[src/rtl/conv_result_streamer.sv]
// conv_result_streamer: captures one OUT_SIZE x OUT_SIZE result map from the
// ReLU write stream, then drains it in raster order over a valid/ready link
// with row-end and frame-last markers. Re-armed by i_clear.
module conv_result_streamer #(
  parameter int OUT_SIZE   = 4,
  parameter int DATA_WIDTH = 16
) (
  input  logic                         i_clk,
  input  logic                         i_rst,
  input  logic                         i_en,
  input  logic signed [DATA_WIDTH-1:0] i_data,
  input  logic                         i_clear,
  input  logic                         i_ready,
  output logic                         o_valid,
  output logic signed [DATA_WIDTH-1:0] o_data,
  output logic                         o_row_end,
  output logic                         o_last,
  output logic                         o_done,
  output logic                         o_overflow
);

  localparam int DEPTH  = OUT_SIZE * OUT_SIZE;
  localparam int CNT_W  = $clog2(DEPTH) + 1;
  // Address width is kept exactly matched to the storage so indexing is clean;
  // storage is rounded up to a power of two, only the first DEPTH entries used.
  localparam int ADDR_W = (DEPTH > 1) ? $clog2(DEPTH) : 1;
  localparam int MEM_D  = 1 << ADDR_W;
  localparam logic [CNT_W-1:0] LAST_IDX = CNT_W'(DEPTH - 1);

  typedef enum logic [1:0] {FILL, PREFETCH, DRAIN, DONE} state_t;

  state_t                        state_reg, state_next;
  logic [CNT_W-1:0]              wr_ptr_reg, wr_ptr_next;
  logic [CNT_W-1:0]              rd_ptr_reg, rd_ptr_next;
  logic                          valid_reg, valid_next;
  logic                          row_end_reg, row_end_next;
  logic                          last_reg, last_next;
  logic                          done_reg, done_next;
  logic                          ovf_reg, ovf_next;
  logic signed [DATA_WIDTH-1:0]  data_reg;
  logic signed [DATA_WIDTH-1:0]  mem [0:MEM_D-1];
  logic [MEM_D-1:0]              row_end_mask;
  logic                          wr_en;
  logic                          rd_en;
  logic [ADDR_W-1:0]             rd_addr;
  logic                          handshake;

  assign handshake = valid_reg & i_ready;

  // Constant per-address "last column" table, avoids a runtime modulo.
  generate
    for (genvar gi = 0; gi < MEM_D; gi++) begin : g_row_end
      assign row_end_mask[gi] = ((gi % OUT_SIZE) == (OUT_SIZE - 1));
    end
  endgenerate

  // Next-state, pointer and marker logic; i_clear overrides everything but reset.
  always_comb begin
    state_next   = state_reg;
    wr_ptr_next  = wr_ptr_reg;
    rd_ptr_next  = rd_ptr_reg;
    valid_next   = valid_reg;
    row_end_next = row_end_reg;
    last_next    = last_reg;
    done_next    = done_reg;
    ovf_next     = ovf_reg;
    wr_en        = 1'b0;
    rd_en        = 1'b0;
    rd_addr      = '0;
    if (i_clear) begin
      state_next   = FILL;
      wr_ptr_next  = '0;
      rd_ptr_next  = '0;
      valid_next   = 1'b0;
      row_end_next = 1'b0;
      last_next    = 1'b0;
      done_next    = 1'b0;
      ovf_next     = 1'b0;
    end else begin
      case (state_reg)
        FILL: begin
          if (i_en) begin
            wr_en       = 1'b1;
            wr_ptr_next = wr_ptr_reg + 1'b1;
            if (wr_ptr_reg == LAST_IDX) state_next = PREFETCH;
          end
        end
        PREFETCH: begin
          // Load the first sample so DRAIN starts with valid data.
          rd_en        = 1'b1;
          rd_addr      = '0;
          rd_ptr_next  = '0;
          valid_next   = 1'b1;
          row_end_next = row_end_mask[0];
          last_next    = (LAST_IDX == '0);
          state_next   = DRAIN;
        end
        DRAIN: begin
          if (handshake) begin
            if (last_reg) begin
              state_next   = DONE;
              valid_next   = 1'b0;
              row_end_next = 1'b0;
              last_next    = 1'b0;
              done_next    = 1'b1;
            end else begin
              // Read at the advanced pointer so back-to-back accepts have no bubble.
              rd_en        = 1'b1;
              rd_addr      = rd_ptr_reg[ADDR_W-1:0] + ADDR_W'(1);
              rd_ptr_next  = rd_ptr_reg + 1'b1;
              row_end_next = row_end_mask[rd_addr];
              last_next    = (rd_ptr_next == LAST_IDX);
            end
          end
        end
        DONE: begin
          state_next = DONE;
        end
        default: state_next = FILL;
      endcase
      // Writes arriving when the buffer is not accepting are lost and flagged.
      if (i_en && (state_reg != FILL)) ovf_next = 1'b1;
    end
  end

  // Control state register.
  always_ff @(posedge i_clk) begin
    if (i_rst) begin
      state_reg   <= FILL;
      wr_ptr_reg  <= '0;
      rd_ptr_reg  <= '0;
      valid_reg   <= 1'b0;
      row_end_reg <= 1'b0;
      last_reg    <= 1'b0;
      done_reg    <= 1'b0;
      ovf_reg     <= 1'b0;
    end else begin
      state_reg   <= state_next;
      wr_ptr_reg  <= wr_ptr_next;
      rd_ptr_reg  <= rd_ptr_next;
      valid_reg   <= valid_next;
      row_end_reg <= row_end_next;
      last_reg    <= last_next;
      done_reg    <= done_next;
      ovf_reg     <= ovf_next;
    end
  end

  // Buffer write port; contents are not reset.
  always_ff @(posedge i_clk) begin
    if (wr_en) mem[wr_ptr_reg[ADDR_W-1:0]] <= i_data;
  end

  // Registered read port; holds while the consumer stalls.
  always_ff @(posedge i_clk) begin
    if (i_rst) begin
      data_reg <= '0;
    end else if (rd_en) begin
      data_reg <= mem[rd_addr];
    end
  end

  assign o_valid    = valid_reg;
  assign o_data     = data_reg;
  assign o_row_end  = row_end_reg;
  assign o_last     = last_reg;
  assign o_done     = done_reg;
  assign o_overflow = ovf_reg;

endmodule

[config.mk]
export PLATFORM = sky130hd
export DESIGN_NAME = conv_result_streamer
export DESIGN_NICKNAME = d
export VERILOG_FILES = /design/src/rtl/conv_result_streamer.sv
export SDC_FILE = /design/constraint.sdc
export NUM_CORES = 1
export LEC_CHECK = 0
export CAP_MARGIN = 5
export CORE_ASPECT_RATIO = 2
export CORE_MARGIN = 4
export CORE_UTILIZATION = 65
export CTS_CLUSTER_SIZE = 10
export DETAILED_ROUTE_END_ITERATION = 6
export PLACE_DENSITY = 0.86
export RECOVER_POWER = 50
export SKIP_LAST_GASP = 1
export SYNTH_ARGS = -nofsm -noshare
export SYNTH_HDL_FRONTEND = slang
export SYNTH_SLANG_ARGS = --single-unit
[constraint.sdc]
create_clock -name i_clk -period 4.59 [get_ports i_clk]
set_input_delay 0.459 -clock i_clk [delete_from_list [all_inputs] [get_ports i_clk]]
set_output_delay 0.459 -clock i_clk [all_outputs]
set_load 0.02 [all_outputs]
==> run_summary.xml <==
<?xml version="1.0" encoding="UTF-8"?>
<metrics>
  <group name="global_routing">
    <metric name="grtUsageTotal" unit="%">30.00</metric>
    <metric name="grt_start_max_net_pins" unit="">60</metric>
    <metric name="first_global_vias" unit="">8143</metric>
    <metric name="grt_remaining_overflow" unit="">0</metric>
    <metric name="grt_pass1_wl" unit="microns">47550</metric>
    <metric name="antenna_violations_before_repair" unit="">0</metric>
  </group>
  <group name="routing">
    <metric name="post_drt_wl_per_cell" unit="microns">28.15</metric>
    <metric name="via_count" unit="">7806</metric>
    <metric name="drcViolationCount" unit="">0</metric>
    <metric name="first_iter_violations" unit="">955</metric>
    <metric name="firstDrtPassIters" unit="">6</metric>
    <metric name="avg_vias_per_cell" unit="">7.032</metric>
    <metric name="finalWirelength" unit="microns">31240</metric>
    <metric name="drt.antenna.violating_nets" unit="">0</metric>
  </group>
  <group name="clocking">
    <metric name="cts.reportedPaths.clkPinSlew" unit="ns">0.06</metric>
    <metric name="cts_hold_buf" unit="">0</metric>
    <metric name="tritoncts" unit="">yes</metric>
    <metric name="tritoncts.num_buffers" unit="">34</metric>
    <metric name="h-tree-depth" unit="">2</metric>
    <metric name="post_cts_repair_setup_buffers" unit="">0</metric>
    <metric name="clock_tree.buffer_depth" unit="">3</metric>
    <metric name="clkSinkCount" unit="">289</metric>
    <metric name="cts_resized" unit="">0</metric>
    <metric name="insertion_delay" unit="ns">0.50</metric>
    <metric name="clk_root_buffer_cell" unit="">sky130_fd_sc_hd__clkbuf_16</metric>
  </group>
  <group name="logic_synthesis">
    <metric name="synthXorXnorAreaFrac" unit="%">0.5587</metric>
    <metric name="synth.yosys.warnings" unit="">0</metric>
    <metric name="ys.flop_type" unit="">sky130_fd_sc_hd__edfxtp_1</metric>
    <metric name="synth-edff-count" unit="">256</metric>
    <metric name="combinational_family_with_the_most_area_after_synthesis" unit="">compound AO/OA/AOI/OAI gates</metric>
    <metric name="simple_gate_share_of_the_synthesized_area" unit="%">8.370</metric>
    <metric name="mapped_nets" unit="">860</metric>
    <metric name="netlist_instances" unit="">829</metric>
    <metric name="number_of_register_bits_inferred_by_synthesis" unit="">289</metric>
    <metric name="async_flop_share" unit="%">0</metric>
    <metric name="post_synth.cell_area_avg" unit="sq um">14.59</metric>
    <metric name="synthMuxAreaShare" unit="%">7.129</metric>
    <metric name="synth-compound-area-share" unit="%">10.77</metric>
    <metric name="synth-adder-area-share" unit="%">1.035</metric>
    <metric name="yosysSeqAreaShare" unit="%">69.03</metric>
    <metric name="synth.lib_cells_used.distinct" unit="">64</metric>
    <metric name="syn-cell-area" unit="sq mm">0.01209</metric>
  </group>
  <group name="power">
    <metric name="vdd_ir_drop_max" unit="V">0.0003606</metric>
    <metric name="p_leak" unit="uW">0.004397</metric>
    <metric name="design_power_total" unit="uW">5329</metric>
    <metric name="power_density" unit="mW/mm^2">389.2</metric>
  </group>
  <group name="setup_path">
    <metric name="cp-end-kind" unit="">flop</metric>
    <metric name="cp_data_required_time" unit="ns">4.93</metric>
    <metric name="crit_type" unit="">flop to flop</metric>
    <metric name="worstSetupStartpointType" unit="">flop</metric>
    <metric name="worst-endpoint-arrival" unit="ns">3.75</metric>
    <metric name="maximum_fanout_along_the_worst_path" unit="">30</metric>
  </group>
  <group name="cells_and_area">
    <metric name="area_delta_synth_final" unit="%">13.22</metric>
    <metric name="insertedDiodeCount" unit="">0</metric>
    <metric name="layout.cell_area.non_filler" unit="sq mm">0.01369</metric>
    <metric name="drive_gt1_share" unit="%">13.76</metric>
    <metric name="number_of_flip_flops_in_the_largest_register" unit="">256</metric>
    <metric name="final_nets" unit="">907</metric>
  </group>
  <group name="timing">
    <metric name="hold_viol_final" unit="">0</metric>
    <metric name="clock.fmax" unit="MHz">292.7</metric>
    <metric name="period_share" unit="%">74.43</metric>
    <metric name="setup_repair_after_global_routing_missed_its_margin" unit="">false</metric>
    <metric name="tightest_slew" unit="ns">1.147</metric>
    <metric name="slew_viol_final" unit="">0</metric>
    <metric name="fin_crit" unit="ns">3.417</metric>
    <metric name="setup_violations" unit="">0</metric>
    <metric name="worst_slew_margin_rel" unit="%">23.57</metric>
    <metric name="fin_tns_setup" unit="ns">0</metric>
    <metric name="holdWs" unit="ns">0.4717</metric>
    <metric name="skew" unit="ns">0.009550</metric>
  </group>
  <group name="hold_path">
    <metric name="hold_path.class" unit="">flop to flop</metric>
  </group>
  <group name="status">
    <metric name="run_status" unit="">finished clean</metric>
  </group>
  <group name="place">
    <metric name="placement.io_buffers" unit="">41</metric>
    <metric name="gp_congestion" unit="">0.8962</metric>
    <metric name="detailed_place_hpwl" unit="microns">18670</metric>
    <metric name="placement.cell_area" unit="sq mm">0.01274</metric>
  </group>
  <group name="die">
    <metric name="fp-row-count" unit="">70</metric>
    <metric name="placeableCoreArea" unit="sq mm">0.01831</metric>
    <metric name="dieWidth" unit="microns">104.4</metric>
    <metric name="vertical_extent_of_the_die" unit="microns">200.9</metric>
    <metric name="floorplan.die_area" unit="sq mm">0.02098</metric>
    <metric name="initial_core_util" unit="%">66.06</metric>
    <metric name="floorplan.io_pins" unit="">42</metric>
  </group>
  <group name="job">
    <metric name="count_of_maximum_capacitance_violations" unit="">0</metric>
  </group>
</metrics>
==> cells in the mapped netlist, types with 2 or more instances <==
cell type	number	area [sq um]
sky130_fd_sc_hd__a211o_1	2	17.52
sky130_fd_sc_hd__a211oi_1	33	247.7
sky130_fd_sc_hd__a21oi_1	54	270.3
sky130_fd_sc_hd__a221oi_1	15	131.4
sky130_fd_sc_hd__a311oi_1	3	26.28
sky130_fd_sc_hd__a31oi_1	14	87.58
sky130_fd_sc_hd__and2_1	3	18.77
sky130_fd_sc_hd__buf_2	26	130.1
sky130_fd_sc_hd__buf_4	7	52.55
sky130_fd_sc_hd__clkbuf_1	23	86.33
sky130_fd_sc_hd__dfxtp_1	33	660.6
sky130_fd_sc_hd__edfxtp_1	256	7687
sky130_fd_sc_hd__ha_1	10	125.1
sky130_fd_sc_hd__inv_1	22	82.58
sky130_fd_sc_hd__mux2_2	19	214.0
sky130_fd_sc_hd__mux2i_1	31	310.3
sky130_fd_sc_hd__mux4_2	15	337.8
sky130_fd_sc_hd__nand2_1	20	75.07
sky130_fd_sc_hd__nand2b_1	7	43.79
sky130_fd_sc_hd__nand3_1	5	25.02
sky130_fd_sc_hd__nand4_1	3	18.77
sky130_fd_sc_hd__nor2_1	48	180.2
sky130_fd_sc_hd__nor2_2	3	18.77
sky130_fd_sc_hd__nor2b_1	14	87.58
sky130_fd_sc_hd__nor3_1	10	50.05
sky130_fd_sc_hd__nor4_1	34	212.7
sky130_fd_sc_hd__nor4_2	6	75.07
sky130_fd_sc_hd__o21ai_0	30	150.1
sky130_fd_sc_hd__o21ai_1	4	20.02
sky130_fd_sc_hd__o21bai_1	15	112.6
sky130_fd_sc_hd__o22ai_1	3	18.77
sky130_fd_sc_hd__o31ai_1	2	15.01
sky130_fd_sc_hd__o32ai_1	12	105.1
sky130_fd_sc_hd__or3_1	15	93.84
sky130_fd_sc_hd__xnor2_1	2	17.52
sky130_fd_sc_hd__xor2_1	2	17.52
==> layout make-up <==
| type | count | area [sq um] |
|---|---|---|
| clock inverters | 1 | 8.758 |
| fillers | 1125 | 4613 |
| flip-flops and latches | 289 | 8352 |
| multi-input cells | 458 | 3403 |
| clock buffers | 53 | 943.4 |
| well taps | 216 | 270.3 |
| inverters | 23 | 86.33 |
| repair buffers | 70 | 628.1 |
==> cell families after synthesis <==
family,after synthesis
compound gates,198
xor+xnor,6
fa+ha+maj,10
buf+inv,82
flops,289
mux,65
simple gates,179
==> critical path, cell delays in order (launching register included) <==
cell and delay, ns:
sky130_fd_sc_hd__dfxtp_4 0.37, sky130_fd_sc_hd__inv_1 0.04, sky130_fd_sc_hd__buf_4 0.22, sky130_fd_sc_hd__ha_2 0.76
sky130_fd_sc_hd__or3b_1 0.47, sky130_fd_sc_hd__nor2_2 0.60, sky130_fd_sc_hd__a221oi_1 0.24, sky130_fd_sc_hd__nor4_1 0.46
sky130_fd_sc_hd__nor4_2 0.06
==> cell usage in the layout, fill, tap and decap left out, types with 18 or more instances in the layout <==
| master | synthesis | final |
|---|---|---|
| sky130_fd_sc_hd__mux2_2 | 19 | 19 |
| sky130_fd_sc_hd__inv_1 | 22 | 22 |
| sky130_fd_sc_hd__nor2_1 | 48 | 48 |
| sky130_fd_sc_hd__mux2i_1 | 31 | 31 |
| sky130_fd_sc_hd__edfxtp_1 | 256 | 256 |
| sky130_fd_sc_hd__clkbuf_1 | 23 | 18 |
| sky130_fd_sc_hd__dfxtp_1 | 33 | 32 |
| sky130_fd_sc_hd__o21ai_0 | 30 | 30 |
| sky130_fd_sc_hd__dlygate4sd3_1 | 0 | 34 |
| sky130_fd_sc_hd__nand2_1 | 20 | 20 |
| sky130_fd_sc_hd__clkbuf_16 | 0 | 35 |
| sky130_fd_sc_hd__buf_4 | 7 | 29 |
| sky130_fd_sc_hd__nor4_1 | 34 | 34 |
| sky130_fd_sc_hd__a21oi_1 | 54 | 54 |
| sky130_fd_sc_hd__a211oi_1 | 33 | 33 |
==> power by group <==
group	switching [uW]	total, uW	internal (uW)
clock	961	2360	1400
sequential	3.81	2880	2870
combinational	69.5	92.0	22.5
total	1030	5330	4290
==> routing by layer <==
| metal | wire (microns) | track usage, % | vias to the layer above |
|---|---|---|---|
| met2 | 15740 | 49.70 | 526 |
| met3 | 2764 | 4.088 | 121 |
| met1 | 10860 | 37.71 | 3812 |
| li1 | - | - | 3347 |
| met5 | 0 | 0 | - |
| met4 | 1878 | 17.64 | 0 |
==> through the flow <==
stage	utilization, %	setup WS [ns]	instances
4_1_cts	74.80	1.266	1110
6_report	74.80	1.173	1110
2_1_floorplan	-	1.688	829
3_5_place_dp	69.60	1.173	1056
5_1_grt	74.80	1.087	1110
3_3_place_gp	69.60	1.242	1056
==> worst paths after layout <==
kind / from / end / slack (ns) / depth (start not counted)
setup reg to reg: rd_ptr_reg[0]$_SDFFE_PP0P_ / o_data[2]$_SDFFE_PP0P_ / 1.17 / 8
hold / removal: rd_ptr_reg[4]$_SDFFE_PP0P_ / rd_ptr_reg[4]$_SDFFE_PP0P_ / 0.47 / 1
hold reg to reg: rd_ptr_reg[4]$_SDFFE_PP0P_ / rd_ptr_reg[4]$_SDFFE_PP0P_ / 0.47 / 1
setup / recovery: rd_ptr_reg[0]$_SDFFE_PP0P_ / o_data[2]$_SDFFE_PP0P_ / 1.17 / 8
Note: power is estimated with default switching activity, not from simulation.
